==> src/rtl/serial_logic_proc.sv <==
// ---------------------------------------------------------------------------
// serial_logic_proc
//
// Bit-serial logic unit operating on two WIDTH-bit registers A and B. An
// operation shifts both registers right WIDTH times. Each shift computes
// f = F(A[0], B[0]) and refills the vacated MSBs according to the routing
// select R. After WIDTH shifts, A and B hold the bitwise-parallel result.
//
// Optional feature: define SERIAL_LOGIC_OPCOUNT_EN to add an 8-bit count of
// completed operations (OpCount). The count wraps from 255 to 0.
//
// Ports
//   Clk      : clock; all state changes on its rising edge
//   Reset    : synchronous, active-high reset
//   LoadA    : in IDLE, load Din into A
//   LoadB    : in IDLE, load Din into B
//   Execute  : start one operation; hold high and it still runs only once
//   Din      : parallel load data [WIDTH-1:0]
//   F        : function (AND, OR, XOR, ones, NAND, NOR, XNOR, zeros)
//   R        : routing (00 A->A,B->B; 01 A->A,f->B; 10 f->A,B->B; 11 swap)
//   Aval     : register A contents
//   Bval     : register B contents
//   Busy     : high while shifting
//   Done     : one-cycle pulse after the final shift
//   OpCount  : completed operations, 8 bits (only with SERIAL_LOGIC_OPCOUNT_EN)
// ---------------------------------------------------------------------------
module serial_logic_proc #(
  parameter int WIDTH = 8
) (
  input  logic             Clk,
  input  logic             Reset,
  input  logic             LoadA,
  input  logic             LoadB,
  input  logic             Execute,
  input  logic [WIDTH-1:0] Din,
  input  logic [2:0]       F,
  input  logic [1:0]       R,
  output logic [WIDTH-1:0] Aval,
  output logic [WIDTH-1:0] Bval,
  output logic             Busy,
`ifdef SERIAL_LOGIC_OPCOUNT_EN
  output logic             Done,
  output logic [7:0]       OpCount
`else
  output logic             Done
`endif
);

  // The counter must be able to hold the value WIDTH, so it never wraps
  // during an operation.
  localparam int CW = $clog2(WIDTH + 1);
  localparam logic [CW-1:0] LAST_SHIFT = CW'(WIDTH - 1);

  localparam logic [1:0] S_IDLE  = 2'd0;
  localparam logic [1:0] S_SHIFT = 2'd1;
  localparam logic [1:0] S_HOLD  = 2'd2;

  logic [1:0]       state_q, state_d;
  logic [WIDTH-1:0] a_q, a_d;
  logic [WIDTH-1:0] b_q, b_d;
  logic [CW-1:0]    cnt_q, cnt_d;
  logic             done_q, done_d;
  logic             f_bit;
  logic             a_msb;
  logic             b_msb;

  function automatic logic logic_fn(input logic [2:0] fsel, input logic a, input logic b);
    case (fsel)
      3'b000:  logic_fn = a & b;
      3'b001:  logic_fn = a | b;
      3'b010:  logic_fn = a ^ b;
      3'b011:  logic_fn = 1'b1;
      3'b100:  logic_fn = ~(a & b);
      3'b101:  logic_fn = ~(a | b);
      3'b110:  logic_fn = ~(a ^ b);
      default: logic_fn = 1'b0;
    endcase
  endfunction

  // F and R are sampled on every shift. Because of this, changing them in
  // the middle of an operation gives mixed per-bit results and has no other
  // effect.
  always_comb begin
    f_bit = logic_fn(F, a_q[0], b_q[0]);
    a_msb = a_q[0];
    b_msb = b_q[0];
    case (R)
      2'b00: begin a_msb = a_q[0]; b_msb = b_q[0]; end
      2'b01: begin a_msb = a_q[0]; b_msb = f_bit;  end
      2'b10: begin a_msb = f_bit;  b_msb = b_q[0]; end
      default: begin a_msb = b_q[0]; b_msb = a_q[0]; end
    endcase
  end

  always_comb begin
    state_d = state_q;
    a_d     = a_q;
    b_d     = b_q;
    cnt_d   = cnt_q;
    done_d  = 1'b0;
    case (state_q)
      S_IDLE: begin
        // A load blocks Execute. A pending Execute then starts on the first
        // edge where no load is asserted.
        if (LoadA || LoadB) begin
          if (LoadA) a_d = Din;
          if (LoadB) b_d = Din;
        end else if (Execute) begin
          state_d = S_SHIFT;
          cnt_d   = '0;
        end
      end
      S_SHIFT: begin
        a_d   = {a_msb, a_q[WIDTH-1:1]};
        b_d   = {b_msb, b_q[WIDTH-1:1]};
        cnt_d = cnt_q + 1'b1;
        if (cnt_q == LAST_SHIFT) begin
          state_d = S_HOLD;
          done_d  = 1'b1;
        end
      end
      S_HOLD: begin
        // Hold here until Execute drops, so that a held Execute runs
        // exactly one operation.
        if (!Execute) state_d = S_IDLE;
      end
      default: state_d = S_IDLE;
    endcase
  end

  always_ff @(posedge Clk) begin
    if (Reset) begin
      state_q <= S_IDLE;
      a_q     <= '0;
      b_q     <= '0;
      cnt_q   <= '0;
      done_q  <= 1'b0;
    end else begin
      state_q <= state_d;
      a_q     <= a_d;
      b_q     <= b_d;
      cnt_q   <= cnt_d;
      done_q  <= done_d;
    end
  end

  assign Aval = a_q;
  assign Bval = b_q;
  assign Busy = (state_q == S_SHIFT);
  assign Done = done_q;

`ifdef SERIAL_LOGIC_OPCOUNT_EN
  logic [7:0] opcnt_q, opcnt_d;

  // Update on the same edge that raises Done, so OpCount and Done change
  // together.
  always_comb begin
    opcnt_d = opcnt_q;
    if (done_d) opcnt_d = opcnt_q + 8'd1;
  end

  always_ff @(posedge Clk) begin
    if (Reset) opcnt_q <= '0;
    else       opcnt_q <= opcnt_d;
  end

  assign OpCount = opcnt_q;
`endif

endmodule
==> config.mk <==
export PLATFORM = sky130hd
export DESIGN_NAME = serial_logic_proc
export DESIGN_NICKNAME = d
export VERILOG_FILES = /design/src/rtl/serial_logic_proc.sv
export SDC_FILE = /design/constraint.sdc
export NUM_CORES = 1
export LEC_CHECK = 0
export ABC_AREA = 1
export CORE_MARGIN = 5
export CORE_UTILIZATION = 46
export DETAILED_ROUTE_END_ITERATION = 6
export GPL_TIMING_DRIVEN = 0
export PLACE_DENSITY = 0.87
export SYNTH_ARGS = -nofsm -noshare
export SYNTH_HDL_FRONTEND = slang
export SYNTH_SLANG_ARGS = --single-unit
==> constraint.sdc <==
create_clock -name Clk -period 1.6 [get_ports Clk]
set_clock_uncertainty 0.05 [all_clocks]
set_input_delay 0.48 -clock Clk [delete_from_list [all_inputs] [get_ports Clk]]
set_output_delay 0.48 -clock Clk [all_outputs]
set_load 0.02 [all_outputs]
-- Yosys cells after proc, flatten, opt, wreduce, memory -nomap -nowiden
Cells that the tools add are included.
- latch bits: 0
- register bits: 23
- memories: 0
- RAM bits: 0
- memory bits (read-only): 0
- multipliers: 0
- mux-type cells: 18
- $add $sub $neg: 1
- div/mod/pow operators: 0
- bitwise operators: 7
- reductions and logical operators: 12
- eq/ne operators: 18
- shift-type cells: 0
- $lt $le $gt $ge: 0
- operators with widths (cell ; count):
    two-way mux 8 bit ; 4
    case mux 8 bit (2 select lines) ; 2
    != test 2 bit (second input constant) ; 6
    equality test 3 bit (second input constant) ; 3
    AND reduction 3 bit ; 3
    two-way mux 2 bit ; 4
    two-way mux 4 bit ; 2
    case mux 4 bit (2 select lines) ; 1
    case mux 1 bit (7 select lines) ; 1
    equality test 3 x 2 -> 1 bit (second input constant) ; 2
    case mux 2 bit (3 select lines) ; 1
    OR reduction 2 bit ; 3
    adder 4 x 1 -> 4 bit (second input constant) ; 1
    equality test 2 x 1 -> 1 bit (second input constant) ; 2
    equality test 2 bit (second input constant) ; 2
    equality test 4 x 3 -> 1 bit (second input constant) ; 1
    logical NOT 2 bit ; 2
    inverter 1 bit ; 4
    case mux 1 bit (2 select lines) ; 2
    AND reduction 4 bit ; 1
    equality test 3 x 1 -> 1 bit (second input constant) ; 1
    logical NOT 3 bit ; 1
    != test 2 x 1 -> 1 bit (second input constant) ; 1
    nonzero test 2 bit ; 1
    5 further kinds ; 5

-- Depth between registers and ports, before layout
Gate-level depths: netlist (run 1).
- word-level depth: 5
- gate-level depth with buffers: 12
- depth with buffers taken out: 12

-- Least setup slack after synthesis (run 1)
OpenSTA, ideal clock, no wires.
- kind: register to register
- start: register a_q[0] (netlist: Aval[0])
- end: register a_q[7] (netlist: Aval[7])
- library setup time: 0.070 ns
- arrival time: 1.358 ns
- cell stages (with the launch flop): 12
- slack: 0.123 ns
- path through: dfxtp_1 > inv_1 > ha_1 > nand2_1 > nand2_1 > inv_1 > nand2_1 > nand2_1 > nand2_1 > nand2_1 > nand2_1 > a21oi_1
- cells in the longest elaborated chain, start to end: 5
- elaborated cells on any way between the ends: 9
- those cells by class: 3 x mux; 6 x bitwise
- ends and longest elaborated chain (item ; line ; RTL):
    start, declared ; 59 ; logic [WIDTH-1:0] a_q, a_d;
    start signal, assigned ; 134 ; a_q <= '0;
    start signal, assigned ; 140 ; a_q <= a_d;
    XOR 1 bit, or another cell as far along ; 71, 75 ;
    inverter 1 bit, on equally long branches ; 75, 73, 74 ;
    case mux 1 bit (7 select lines) ; 68 ; case (fsel)
    case mux 1 bit (2 select lines) (*) ; 87 ; case (R)
    case mux 8 bit (2 select lines) (*) ; 101 ; case (state_q)
Every way passes the cells marked *; elsewhere a longest branch is shown, timed or not.
A chain may end at the register's enable or synchronous reset.

-- Worst setup path after layout (run 1)
- start: register state_q[0]
- end: output Busy
- cells in the longest elaborated chain, start to end: 1
- ends and longest elaborated chain (item ; line ; RTL):
    start, declared ; 58 ; logic [1:0] state_q, state_d;
    start signal, assigned ; 139 ; state_q <= state_d;
    equality test 2 x 1 -> 1 bit ; 149 ; assign Busy = (state_q == S_SHIFT);
    end, declared ; 40 ; output logic Busy,
No other way between the ends.

==> impl_results.md, run 1 <==
* Outcome: finished, violations left
* Failing checks: negative setup slack
* Number of global-route vias before repair at 1,184
* Clock Power Share at 0.209
* Max-slew violations at 0
* Clock root cell: clkbuf_4
* Antenna Violating Nets Remaining at 0
* CTS max path bufs at 2
* Syn Nets at 181
* EDFF count, synth at 0
* Fillers at 205
* Worst hold path type: reg2reg
* TritonCTS Buffers at 3
* Design area at 1640 um^2
* H-tree Lvls at 1
* Hold-critical path endpoint: Bval[0]
* Layout Cells excl Fill at 233
* Final min period at 1.69 ns
* NetSw at 432 uW
* CTS Hold Bufs at 0
* Post-DP Area at 1570 um^2
* FMAX at 592 MHz
* DR iter-0 viols at 48
* DR vias at 1,218
* Clock slew seen by the registers of the worst setup and hold paths at 0.13 ns
* Hold Crit Start: Bval[1]
* Kind of critical path: reg2out
* YS warnings at 0
* Area Growth Syn to Fin at 38.8%
* Wl on met1 at 1.25 mm
* R2R setup slack at 0.17 ns
* Reg-to-Reg End: Bval[7]
* Initial Utilization at 0.478
* CP arrival at 1.16 ns
* CTS sink count at 23
* Post-DP HPWL at 2.28 mm
* Critical path launch point: state_q[0]
* Async set-reset flop share out of synthesis at 0
* ANT cells at 0
* Net Sw Frac at 0.328
* Power density over the cells at 800 nW/um^2
* Final setup violation count at 1
* Min Hold Slack at 0.447 ns
* Worst setup EP type: output pin
* Via density at 5.23
* Num rows at 18
* Commonest cells in the netlist: 35 x nand2_1, 25 x nor2_1, 23 x dfxtp_1
* GRT Overall Usage at 0.186
* R2r startpoint: Aval[0]
* Syn Area/Cell at 7.41 um^2
* CTS tree: built
* Final hold vios at 0
* Slack of the critical path at -0.0879 ns
* First drt pass iteration count at 5
* Netlist cell types at 23
* Logic gate share of total power at 0.290
* Max-cap violation count at 0
* Synth top area share at 0.389
* Register area share after synthesis at 0.389
* Cell with the most instances after synthesis: nand2_1
* Synth area leader: dfxtp_1
* Layout cells sized above 1 at 0.217
* Main synth FF type: dfxtp_1
* Least-Margin Pin Slew at 0.428 ns
* Die W at 60.8 um
* Skew-Pair Late Insertion Delay at 0.32 ns
* Worst vdd ir at 0.664 mV
* GPL Wtd Cong at 0.790
* Fin util at 0.664
* PortBufs at 35
* Initial antenna violation count at 0
* Pre-CTS setup slack at -0.416 ns
* Mapped Area at 1180 um^2
* Synth Instances at 160
* Die area at 3690 um^2
* Core Area at 2480 um^2
* Die Span Y at 60.8 um
* Share of power burned in registers at 0.501
* Drt wl/cell at 12.8 um
* Largest net degree at the start of global routing at 14
* Top cells by area, synth: dfxtp_1 39%, nand2_1 11%, a221oi_2 8.9%
* Met2 WL at 1.47 mm
* DRC Markers at 0
* First-pass GRT wire length at 5.13 mm
* Num ports at 36
* Crit path max fanout at 8
* Startpoint types: flip-flop
* Top Metal Used: met4
* Final period utilization at 1.05
* RSZ-0062 raised after global routing: yes
* Met3 WL at 184 um
* Total grt overflow at 0
* Worst-case reg-to-reg path depth at 11
* Slew Limit Headroom at 0.715
* Final wirelength at 2.97 mm
* Dpl cells at 225
* Worst Hold Path Cells at 2
* Yosys reg bits at 23
* Worst Path Required at 1.07 ns
* Internal power at 884 uW
* Leakage at 0.000729 uW
* Nets at 225
cell type report:
type | instances | area, um^2 | area share
Buffer | 6 | 48.8 | 0.0297
Clock buffer | 3 | 22.5 | 0.0137
Clock inverter | 1 | 5.00 | 0.00304
Inverter | 20 | 77.6 | 0.0472
Multi-Input combinational cell | 111 | 607 | 0.369
Sequential cell | 23 | 474 | 0.288
Tap cell | 30 | 37.5 | 0.0228
Timing Repair Buffer | 39 | 372 | 0.226
state kept, by name, summed over array words and instances (netlist names):
signal   cells
Aval         8
Bval         8
Done         1
cnt_q        4
state_q      2
layout by cell type, fill, tap and decap left out, drive strengths merged:
master / count
a21oi: 7
a221oi: 7
a31oi: 7
buf: 9
clkbuf: 8
clkdlybuf4s15: 12
clkdlybuf4s50: 17
clkinv: 1
dfxtp: 23
dlygate4sd2: 2
ha: 3
inv: 20
nand2: 36
nand3: 4
nand4: 2
nor2: 27
o21a: 1
o21ai: 16
xor2: 1
worst max path at each step:
stage	to	slack, ns	cells after the start
6_report	Busy	-0.09	4
3_3_place_gp	Busy	-0.38	4
3_5_place_dp	Busy	-0.42	4
5_1_grt	Busy	-0.15	4
2_1_floorplan	Aval[7]	0.12	11
4_1_cts	Busy	-0.14	4
repair_timing:
| action | 4_1_cts | 5_1_grt |
|---|---|---|
| gates resized for setup | 43 | 16 |
| cloned | 0 | 0 |
| pin swaps | 0 | 1 |
| setup buffers | 0 | 4 |
| setup endpoints to repair | 19 | 18 |
cells by family (layout without fill, tap and decap cells):
family                     after synthesis  after routing  share of synthesized area
AOI/OAI and AO/OA                       38             38                      0.235
xor gates and xnor gates                 1              1                    0.00739
adders and majority gates                3              3                     0.0317
buffers and inverters                   26             69                     0.0993
DFF                                     23             23                      0.389
and+or+nand+nor                         69             69                      0.238
per-stage QoR:
step                TNS, ns  total power, uW
floorplan                 0              885
global placement      -3.58             1040
detailed placement    -4.05             1050
CTS                  -0.140             1310
global route         -0.287             1390
finish              -0.0879             1320
worst max-delay path, cell delays in order (launching register included):
cell and delay [ns]:
dfxtp_4 0.40, inv_4 0.04, nor2_4 0.12, buf_6 0.14, buf_6 0.12
power groups by stage:
| stage | logic (uW) | clock network, uW | registers, uW |
|---|---|---|---|
| after floorplan | 179 | 0 | 706 |
| after global placement | 373 | 0 | 667 |
| after detailed placement | 384 | 0 | 669 |
| after CTS | 371 | 278 | 656 |
| after global routing | 424 | 301 | 666 |
| final | 382 | 275 | 659 |
routing by layer:
metal	global-route usage	vias to the layer above
li1	-	621
met1	0.219	557
met2	0.324	34
met3	0.0277	6
met4	0.102	0
met5	0	-
(Power assumes the default switching activity.)
==> run 2, diff against run 1 <==
--- a/config.mk
+++ b/config.mk
@@ -10,6 +10,7 @@
 export CORE_UTILIZATION = 46
 export DETAILED_ROUTE_END_ITERATION = 6
 export GPL_TIMING_DRIVEN = 0
+export MAX_ROUTING_LAYER = met4
 export PLACE_DENSITY = 0.87
 export SYNTH_ARGS = -nofsm -noshare
 export SYNTH_HDL_FRONTEND = slang
==> run 2 against run 1 <==
The flow still finishes with violations (negative setup slack). Non-clock buffer count unchanged. Clock-buffer cell count unchanged. Die area did not move. Register-to-register slack about the same. Clock power barely moved. Final area stayed put. Worst setup slack about the same. Combinational power barely moved. Critical path depth stayed put. Largest power group unchanged.
==> impl_results.md, run 2 (synthesized netlist as in run 1, its figures left out) <==
* PortBufs at 35 (unchanged)
* Largest net degree at the start of global routing at 14 (unchanged)
* CTS Hold Bufs at 0 (unchanged)
* Die W at 60.8 um (unchanged)
* Kind of critical path: reg2out
* CP arrival at 1.16 ns (about the same)
* Final hold vios at 0 (unchanged)
* CTS sink count at 23 (unchanged)
* Max-cap violation count at 0 (unchanged)
* Max-slew violations at 0 (unchanged)
* GPL Wtd Cong at 0.801 (+1.4%)
* Number of global-route vias before repair at 1,184 (unchanged)
* DR vias at 1,218 (unchanged)
* Post-DP HPWL at 2.28 mm (unchanged)
* Via density at 5.23 (unchanged)
* Dpl cells at 225 (unchanged)
* Final setup violation count at 1 (unchanged)
* Slack of the critical path at -0.0878 ns (+0.0000552 ns)
* Clock slew seen by the registers of the worst setup and hold paths at 0.13 ns (about the same)
* Worst vdd ir at 0.664 mV (unchanged)
* Layout Cells excl Fill at 233 (unchanged)
* Initial Utilization at 0.478 (unchanged)
* Slew Limit Headroom at 0.715 (unchanged)
* FMAX at 592 MHz (about the same)
* Nets at 225 (unchanged)
* Skew-Pair Late Insertion Delay at 0.32 ns (about the same)
* Failing checks: negative setup slack
* H-tree Lvls at 1 (unchanged)
* Power density over the cells at 800 nW/um^2 (about the same)
* Total grt overflow at 0 (unchanged)
* Final period utilization at 1.05 (about the same)
* Core Area at 2480 um^2 (unchanged)
* TritonCTS Buffers at 3 (unchanged)
* Crit path max fanout at 8 (unchanged)
* ANT cells at 0 (unchanged)
* Least-Margin Pin Slew at 0.428 ns (unchanged)
* GRT Overall Usage at 0.192 (+0.00589)
* Most frequent cells in the layout: 35 x nand2_1, 25 x nor2_1, 17 x inv_1, 17 x clkdlybuf4s50_1, 16 x dfxtp_1
* DR iter-0 viols at 48 (unchanged)
* CTS tree: built
* CTS max path bufs at 2 (unchanged)
* Antenna Violating Nets Remaining at 0 (unchanged)
* First drt pass iteration count at 5 (unchanged)
* Leakage at 0.000729 uW (unchanged)
* Area Growth Syn to Fin at 38.8% (unchanged)
* Die Span Y at 60.8 um (unchanged)
* Num ports at 36 (unchanged)
* Final wirelength at 2.97 mm (unchanged)
* Startpoint types: flip-flop
* Fillers at 205 (unchanged)
* Worst setup EP type: output pin
* DRC Markers at 0 (unchanged)
* Outcome: finished, violations left
* Worst hold path type: reg2reg
* Worst Path Required at 1.07 ns (about the same)
* RSZ-0062 raised after global routing: yes
* Commonest non-fill, non-tap cell in the layout: nand2_1
* Tot Pwr at 1320 uW (about the same)
* Final min period at 1.69 ns (-0.0000552 ns)
* Die area at 3690 um^2 (unchanged)
* First-pass GRT wire length at 5.13 mm (unchanged)
* Layout cells sized above 1 at 0.217 (unchanged)
* Num rows at 18 (unchanged)
* Initial antenna violation count at 0 (unchanged)
* Drt wl/cell at 12.8 um (unchanged)
* Clock root cell: clkbuf_4
-- run 2: cell counts in the layout (fill, tap and decap cells not counted) --
No cell type changed its count.
-- run 2: timing repair --
| action | in CTS | in global routing |
|---|---|---|
| resized for setup | 43 | 16 |
| setup endpoints to repair | 19 | 18 |
| setup buffers | 0 | 4 |
| gates cloned | 0 | 0 |
| hold endpoints to repair | 0 | 0 |
| pin swaps | 0 | 1 |
-- run 2: power breakdown --
part	switching (uW)	internal [uW]	leakage, uW
logic	208	174	0.000518
clock network	181	93.9	0.0000177
registers	42.8	616	0.000193
-- run 2: metal layers --
metal	wire length, um	global-route usage
met1	1270	0.223
met2	1470	0.324
met3	161	0.0213
met4	70	0.102
met5	0	-
-- run 2: critical path, cell delays in order (launching register included) --
cell and delay [ns]:
dfxtp_4 0.40, inv_4 0.04, nor2_4 0.12, buf_6 0.14, buf_6 0.12
-- run 2: final timing paths --
check / startpoint / end / depth (start not counted) / slack, ns
worst max register to register: Aval[0] / Bval[7] / 11 / 0.17
worst min-delay path: Bval[1] / Bval[0] / 2 / 0.45
worst min register to register: Bval[1] / Bval[0] / 2 / 0.45
worst max-delay path: state_q[0] / Busy / 4 / -0.09
-- run 2: cell type report --
| class | count | area (um^2) | share of cell area |
|---|---|---|---|
| clock buffer | 3 | 22.5 | 0.0137 |
| tap | 30 | 37.5 | 0.0228 |
| timing repair buffer | 39 | 372 | 0.226 |
| clock inverter | 1 | 5.00 | 0.00304 |
| buffer | 6 | 48.8 | 0.0297 |
| multi-input combinational | 111 | 607 | 0.369 |
| sequential | 23 | 474 | 0.288 |
| inverter | 20 | 77.6 | 0.0472 |
-- run 2: through the flow --
| step | worst slack (ns) | cell area, um^2 | setup TNS (ns) | utilization | hold WS [ns] |
|---|---|---|---|---|---|
| 3_5_place_dp | -0.416 | 1570 | -4.05 | 0.635 | 0.435 |
| 6_report | -0.0878 | 1640 | -0.0878 | 0.664 | 0.447 |
| 4_1_cts | -0.140 | 1610 | -0.140 | 0.649 | 0.451 |
| 5_1_grt | -0.152 | 1640 | -0.287 | 0.664 | 0.486 |
| 3_3_place_gp | -0.383 | 1570 | -3.58 | 0.635 | 0.419 |
| 2_1_floorplan | 0.123 | 1180 | 0 | - | 0.406 |
==> run 3, diff against run 2 <==
==> constraint.sdc (replaced) <==
create_clock -name Clk -period 1.7 [get_ports Clk]
set_clock_uncertainty 0.05 [all_clocks]
set_input_delay 0.51 -clock Clk [delete_from_list [all_inputs] [get_ports Clk]]
set_output_delay 0.51 -clock Clk [all_outputs]
set_load 0.02 [all_outputs]
==> run 3 against run 2 <==
The flow still finishes with violations (negative setup slack). Sequential power shrank 6.2%. Clock power shrank 5%. Non-clock buffer count is the same. Final area shrank 1.4%. Flip-flop and latch count is the same. Die area is the same. Sequential share of layout area shrank 0.12 points. Combinational power shrank 7.3%. Total power shrank 6.4%. Global-route usage is the same. Worst setup slack gained 0.069 ns. Critical path type unchanged. Critical endpoint unchanged. Largest cell class unchanged. Highest routed layer unchanged.
==> impl_results.md, run 3 (synthesized netlist as in run 1, its figures left out) <==
* Final wirelength at 2.97 mm (about the same)
* Final setup violation count at 1 (unchanged)
* Reg area at 465 um^2 (-1.8%)
* Power density over the cells at 760 nW/um^2 (-5.0%)
* Worst Path Required at 1.14 ns (+0.07 ns)
* Worst setup EP type: output pin
* Max-cap violation count at 0 (unchanged)
* Num ports at 36 (unchanged)
* Tot Pwr at 1230 uW (-6.4%)
* GPL Wtd Cong at 0.801 (unchanged)
* Worst-case reg-to-reg path depth at 11 (unchanged)
* Slowest-stage cell, CP: dfxtp_4
* Reg-to-Reg End: Bval[7]
* Largest delay contributor family on the critical path: flip-flops
* Leakage at 0.000754 uW (+3.5%)
* Top Metal Used: met4
* TritonCTS Buffers at 3 (unchanged)
* Wl on met1 at 1.27 mm (+0.47%)
* RSZ-0062 raised after global routing: yes
* Die Span Y at 60.8 um (unchanged)
* Failing checks: negative setup slack
* Drt wl/cell at 12.8 um (about the same)
* Area of the multi-input gates at 607 um^2 (unchanged)
* Core Area at 2480 um^2 (unchanged)
* Met3 WL at 157 um (-2.5%)
* Crit path cell chain: inv_4 -> nor2_4 -> buf_6 -> buf_6
* Met2 WL at 1.47 mm (-0.20%)
* Slack of the critical path at -0.0189 ns (+0.0689 ns)
* CTS sink count at 23 (unchanged)
* Total grt overflow at 0 (unchanged)
* Largest net degree at the start of global routing at 14 (unchanged)
* Num rows at 18 (unchanged)
* Design area at 1620 um^2 (-1.4%)
* Area Growth Syn to Fin at 36.7%
* DR iter-0 viols at 49 (+2.1%)
* Hold-critical path endpoint: cnt_q[1]
* Fillers at 218 (+6.3%)
* CP dominant cell by count: buf_6
* Initial Utilization at 0.478 (unchanged)
* Hold Crit Start: cnt_q[1]
* Via density at 5.26 (+0.57%)
* Skew-Pair Late Insertion Delay at 0.32 ns (about the same)
* Commonest non-fill, non-tap cell in the layout: nand2_1
* Most frequent cells in the layout: 35 x nand2_1, 25 x nor2_1, 21 x dfxtp_1
* R2r startpoint: Aval[0]
* Max-slew violations at 0 (unchanged)
* Post-DP HPWL at 2.28 mm (unchanged)
* Worst vdd ir at 0.627 mV (-5.5%)
* Slew Limit Headroom at 0.713 (-0.00180)
* Layout cells sized above 1 at 0.158 (-0.0591)
* Final min period at 1.72 ns
* CTS max path bufs at 2 (unchanged)
* DR vias at 1,225 (+0.57%)
* R2R setup slack at 0.17 ns (about the same)
* Fin util at 0.654 (-0.00960)
* Clock root cell: clkbuf_4
* Startpoint types: flip-flop
* Initial antenna violation count at 0 (unchanged)
* Crit path max fanout at 8 (unchanged)
* Clock slew seen by the registers of the worst setup and hold paths at 0.13 ns (about the same)
* Die W at 60.8 um (unchanged)
* Worst Hold Path Cells at 2 (unchanged)
* Worst hold path type: reg2reg
* Final hold vios at 0 (unchanged)
* First drt pass iteration count at 4 (-1)
* Kind of critical path: reg2out
* Number of global-route vias before repair at 1,184 (unchanged)
* Nets at 225 (unchanged)
* First-pass GRT wire length at 5.13 mm (unchanged)
* Final period utilization at 1.01
* Post-DP Area at 1570 um^2 (unchanged)
* CTS tree: built
* Outcome: finished, violations left
* Antenna Violating Nets Remaining at 0 (unchanged)
* PortBufs at 35 (unchanged)
* CP arrival at 1.16 ns (about the same)
* Die area at 3690 um^2 (unchanged)
* Slowest stage delay, CP at 0.40 ns (about the same)
* Least-Margin Pin Slew at 0.430 ns (+0.00270 ns)
* FMAX at 582 MHz
* ANT cells at 0 (unchanged)
* GRT Overall Usage at 0.192 (unchanged)
* H-tree Lvls at 1 (unchanged)
* DRC Markers at 0 (unchanged)
* Bufs and invs on worst path at 3 (unchanged)
==> run 3: timing repair <==
item                       CTS  global route
hold buffers                 0             0
buffers inserted             0             4
gates resized for setup     28             8
pin swaps                    0             1
setup endpoints to repair   18             7
==> run 3: layout make-up <==
class | instances | area share
clock inverter | 1 | 0.00309
tap | 30 | 0.0232
multi-input combinational | 111 | 0.375
buffer | 6 | 0.0301
inverter | 20 | 0.0479
timing repair buffer | 39 | 0.220
sequential | 23 | 0.287
clock buffer | 3 | 0.0139
==> run 3: worst max path at each step <==
stage	from	slack, ns	depth (start not counted)	endpoint
6_report	state_q[0]	-0.02	4	Busy
5_1_grt	state_q[0]	-0.08	4	Busy
4_1_cts	state_q[0]	-0.07	4	Busy
3_5_place_dp	state_q[0]	-0.35	4	Busy
3_3_place_gp	state_q[0]	-0.31	4	Busy
2_1_floorplan	Aval[0]	0.22	11	Aval[7]
==> run 3: tightest hold or removal path: stages, from the launching register on <==
cell and delay [ns]:
dfxtp_1 0.35, nand2_1 0.07, a21oi_1 0.05
==> run 3: per-layer routing <==
layer,global-route usage,up-vias
met5,-,-
met4,0.102,0
met3,0.0213,6
met2,0.324,40
met1,0.223,560
li1,-,619
==> run 3: per-stage QoR <==
step	setup slack [ns]	setup TNS, ns	hold slack, ns	instances
2_1_floorplan	0.223	0	0.406	160
3_3_place_gp	-0.313	-2.16	0.419	225
3_5_place_dp	-0.346	-2.62	0.435	225
4_1_cts	-0.0699	-0.0699	0.451	229
5_1_grt	-0.0821	-0.0972	0.484	233
6_report	-0.0189	-0.0189	0.453	233
==> run 3: where the power goes <==
part | internal, uW | switching (uW)
clock | 88.4 | 172
sequential | 578 | 39.8
combinational | 158 | 196
